### src/rtl/alu_result_trace_fifo.sv
// rtl/alu_result_trace_fifo.sv - FWFT trace FIFO capturing ALU results with duplicate filter and drop counter
module alu_result_trace_fifo #(
    parameter int WIDTH = 64,
    parameter int DEPTH = 16,
    parameter int CNTW  = 16
) (
    input  logic                     clk,
    input  logic                     reset,
    input  logic                     in_valid,
    input  logic [WIDTH-1:0]         in_data,
    input  logic                     filter_en,
    input  logic                     out_ready,
    output logic                     out_valid,
    output logic [WIDTH-1:0]         out_data,
    output logic [$clog2(DEPTH):0]   count,
    output logic                     full,
    output logic                     empty,
    output logic [CNTW-1:0]          overflow_cnt
);

    localparam int AW = $clog2(DEPTH);
    localparam logic [AW:0] DEPTH_C = (AW+1)'(DEPTH);

    logic [WIDTH-1:0] mem_q [DEPTH];
    logic [AW-1:0]    wr_ptr_q, wr_ptr_d;
    logic [AW-1:0]    rd_ptr_q, rd_ptr_d;
    logic [AW:0]      count_q, count_d;
    logic [CNTW-1:0]  ovf_q, ovf_d;
    logic [WIDTH-1:0] last_data_q, last_data_d;
    logic             have_last_q, have_last_d;

    logic wr_req, rd, wr_acc, wr_drop;

    // Status flags depend only on registered state so they never see input glitches.
    assign full         = (count_q == DEPTH_C);
    assign empty        = (count_q == '0);
    assign count        = count_q;
    assign overflow_cnt = ovf_q;
    assign out_valid    = !empty;
    assign out_data     = mem_q[rd_ptr_q];

    assign wr_req  = in_valid && (!filter_en || !have_last_q || (in_data != last_data_q));
    assign rd      = out_valid && out_ready;
    assign wr_acc  = wr_req && (!full || rd);
    assign wr_drop = wr_req && full && !rd;

    always_comb begin
        wr_ptr_d    = wr_ptr_q;
        rd_ptr_d    = rd_ptr_q;
        count_d     = count_q;
        ovf_d       = ovf_q;
        last_data_d = last_data_q;
        have_last_d = have_last_q;

        if (wr_acc) begin
            wr_ptr_d    = wr_ptr_q + 1'b1;
            last_data_d = in_data;
            have_last_d = 1'b1;
        end
        if (rd) begin
            rd_ptr_d = rd_ptr_q + 1'b1;
        end
        if (wr_acc && !rd) begin
            count_d = count_q + 1'b1;
        end else if (!wr_acc && rd) begin
            count_d = count_q - 1'b1;
        end
        // Dropped words leave the filter history alone; counter sticks at all-ones.
        if (wr_drop && (ovf_q != '1)) begin
            ovf_d = ovf_q + 1'b1;
        end
    end

    always_ff @(posedge clk) begin
        if (!reset) begin
            wr_ptr_q    <= '0;
            rd_ptr_q    <= '0;
            count_q     <= '0;
            ovf_q       <= '0;
            last_data_q <= '0;
            have_last_q <= 1'b0;
        end else begin
            wr_ptr_q    <= wr_ptr_d;
            rd_ptr_q    <= rd_ptr_d;
            count_q     <= count_d;
            ovf_q       <= ovf_d;
            last_data_q <= last_data_d;
            have_last_q <= have_last_d;
        end
    end

    always_ff @(posedge clk) begin
        if (reset && wr_acc) begin
            mem_q[wr_ptr_q] <= in_data;
        end
    end

endmodule
### config.mk
export PLATFORM = sky130hd
export DESIGN_NAME = alu_result_trace_fifo
export DESIGN_NICKNAME = d
export VERILOG_FILES = /design/src/rtl/alu_result_trace_fifo.sv
export SDC_FILE = /design/constraint.sdc
export NUM_CORES = 1
export LEC_CHECK = 0
export CORE_MARGIN = 2
export CORE_UTILIZATION = 45
export DETAILED_ROUTE_END_ITERATION = 7
export SLEW_MARGIN = 15
export SYNTH_ARGS = -nofsm -noshare
export SYNTH_HDL_FRONTEND = slang
export SYNTH_SLANG_ARGS = --single-unit
export TNS_END_PERCENT = 100
### constraint.sdc
create_clock -name clk -period 9.9 [get_ports clk]
set_clock_uncertainty 0.2 [all_clocks]
set_input_delay 1.98 -clock clk [delete_from_list [all_inputs] [get_ports clk]]
set_output_delay 1.98 -clock clk [all_outputs]
set_load 0.03 [all_outputs]
==> impl_metrics.yaml <==
power_and_ir_drop:
  powerDensity_mw_per_mm2: 238
  clkPwrFrac_pct: 33.7
  sw_frac_of_total_pct: 26.1
  p_int_w: 0.00876
  seqPwrFrac_pct: 45.4
  total_leakage_power_nw: 15.2
  peakVddDrop_v: 0.000197
  net-switching-power_w: 0.00309
  combPwrFrac_pct: 20.9
clock_network:
  hold_buffers: 0
  cts-root-buf: "clkbuf_16"
  cts_setup_buffers: 0
  ctsResizeCount: 0
  clk_pin_slew_ps: 60
  htreeDepth: 3
  worstSkewPairLatency_ps: 690
  numClockSinks: 1122
  clockBufferDepth: 3
  cts_buffers: 112
  cts_tree: "yes"
global_routing:
  antenna_found_initial: 2
  overflow: 0
  grt_usage_pct: 20.6
  grt_max_degree: 149
  grt_pass1_vias: 21800
  grt_pass1_wl_um: 148000
synth:
  synth-edff-count: 1024
  synth_seq_area_share_pct: 75.5
  syn_inst: 2040
  synth_flop_cell: "edfxtp_1"
  synth_fp_nets: 2120
  ys_warn_count: 0
  synthArstFlopShare_pct: 0
  syn_area_sq_mm: 0.0433
  avgSynthCellArea_sq_um: 21.2
  synth_cell_types: 46
  ys_ff_latch: 1122
hold_path:
  min_from: "last_data_q[61]"
  worstHoldPathType: "reg -> reg"
worst_setup_path:
  critPathBufInv: 2
  critPathSlowestCell: "dfxtp_4"
  crit_path_max_incr_delay_ps: 920
  critPathMostFrequentCell: "mux4_2"
  cp.arrival_ps: 4290
  end_kind: "output port"
  cp_max_fo: 100
  worstSetupStartpointType: "register"
  crit_family: "buffers and inverters"
  critical_path.cell_chain: "buf_12, mux4_2, mux4_2, clkdlybuf4s50_1"
  r2r-start: "count[0]"
  worstSetupPathType: "reg -> out"
  critPathRequiredTime_ps: 7720
sta:
  grt_setup_unrepaired: "no"
  timing.slew.headroom_pct: 28.8
  drv_slew: 0
  worst-slew-pin-transition_ps: 1070
  fmax_mhz: 155
  period_share_pct: 65.3
  period_needed_ps: 6470
  hold_viol_final: 0
  fin_tns_setup_ps: 0
  setup_ws_ps: 3430
  setup_viol: 0
run:
  max-cap-violations: 0
layout:
  drive_above_1_share_pct: 23.3
  layout_common_cells: "edfxtp_1 (1024), mux4_2 (320), clkdlybuf4s50_1 (155), clkbuf_16 (113), dfxtp_1 (94)"
  area_growth_syn_to_layout_pct: 15.1
  layout_commonest_cell: "edfxtp_1"
  post-route-util_pct: 52.4
  nets: 2322
placement:
  port_buffers: 156
  place_ws_ps: 3040
  hpwl_um: 55500
  place.gp.congestion: 0.852
routing:
  first_pass_iters: 7
  ant_nets: 0
  drt_iter0_markers: 2014
  routed_via_density: 5.79
  vias: 20800
  drc_errors: 0
  wl_per_cell_um: 27.9
  wirelength_um: 100000
floorplan:
  core_sq_mm: 0.0952
  die_w_um: 314
  dieArea_sq_mm: 0.0988
  ios: 157
  die_h_um: 314
  start_util_pct: 45.5
  num_rows: 113
run_status:
  status: "complete, no violations"
power groups by stage:
stage,Sequential [W],Clock (W),Combinational (W)
2_1_floorplan,0.00541,0,0.00180
3_3_place_gp,0.00548,0,0.00252
3_5_place_dp,0.00548,0,0.00253
4_1_cts,0.00538,0.00408,0.00254
5_1_grt,0.00540,0.00427,0.00265
6_report,0.00538,0.00399,0.00248
sequential cells by signal (all words and copies together), names as in the netlist, named ones only:
| name | count |
|---|---|
| mem_q | 1024 |
| last_data_q | 64 |
| overflow_cnt | 16 |
| count | 5 |
| rd_ptr_q | 4 |
| wr_ptr_q | 4 |
| have_last_q | 1 |
per-stage QoR:
step                power, W  instances  hold WS [ps]  instance area (sq um)
detailed placement   0.00801       3393           251                  46400
floorplan            0.00720       2040           237                  43300
CTS                   0.0120       3595           259                  49900
global route          0.0123       3595           275                  49900
finish                0.0119       3596           259                  49900
global placement     0.00800       3393           248                  46400
worst min-delay path, delay by kind of cell, from the launching register on:
kind               cells  cell delay (ps)
AOI/OAI and AO/OA      1               50
and+or+nand+nor        1               50
DFF                    1              310
synthesized netlist by cell type (all sizes together), types with 5 or more instances:
cell | number | area [sq um]
edfxtp | 1024 | 30700
mux4 | 320 | 7210
nor4 | 23 | 163
ha | 10 | 125
xnor2 | 22 | 193
a2111oi | 5 | 43.8
xor2 | 36 | 315
or3 | 5 | 31.3
nand3 | 79 | 395
or4 | 6 | 45.0
a21oi | 19 | 95.1
buf | 59 | 298
nand4 | 12 | 75.1
nor3 | 8 | 40.0
and2 | 6 | 37.5
clkbuf | 51 | 191
nand2 | 74 | 280
inv | 21 | 78.8
nor2 | 20 | 75.1
nand2b | 9 | 56.3
o31ai | 14 | 120
and3 | 14 | 92.6
mux2i | 7 | 70.1
nor2b | 19 | 119
dfxtp | 98 | 1960
o21ai | 62 | 310
cell type report:
cell class                      count  area [sq um]
Fill cell                        7321         45300
Multi-Input combinational cell    787         10100
Clock buffer                      149          3010
Timing Repair Buffer              198          1910
Clock inverter                     53           428
Sequential cell                  1122         32700
Tap cell                         1265          1580
Antenna cell                        1          2.50
Inverter                           21          78.8
cell families after synthesis:
kind of cell | share of synthesized area (%)
and+or+nand+nor | 3.34
muxes | 16.8
adders and majority gates | 0.335
buffers and inverters | 1.31
AOI/OAI and AO/OA | 1.55
DFF | 75.5
xor gates and xnor gates | 1.17
worst paths after layout:
kind / to / cells past startpoint / slack, ps
max: out_data[59] / 4 / 3430
min reg2reg: last_data_q[61] / 2 / 260
max reg2reg: mem_q[13][0] / 8 / 5400
min: last_data_q[61] / 2 / 260
layer usage:
layer / up-vias / track usage, % / share of wire, % / routed length, um
met5: - / 0 / 0.013 / 13
met4: 2 / 5.50 / 2.0 / 2050
met3: 126 / 3.18 / 5.8 / 5830
met2: 666 / 33.8 / 50 / 50100
met1: 11100 / 28.9 / 42 / 42400
li1: 8887 / - / - / -
No activity file was read; power rests on OpenSTA's default activity.
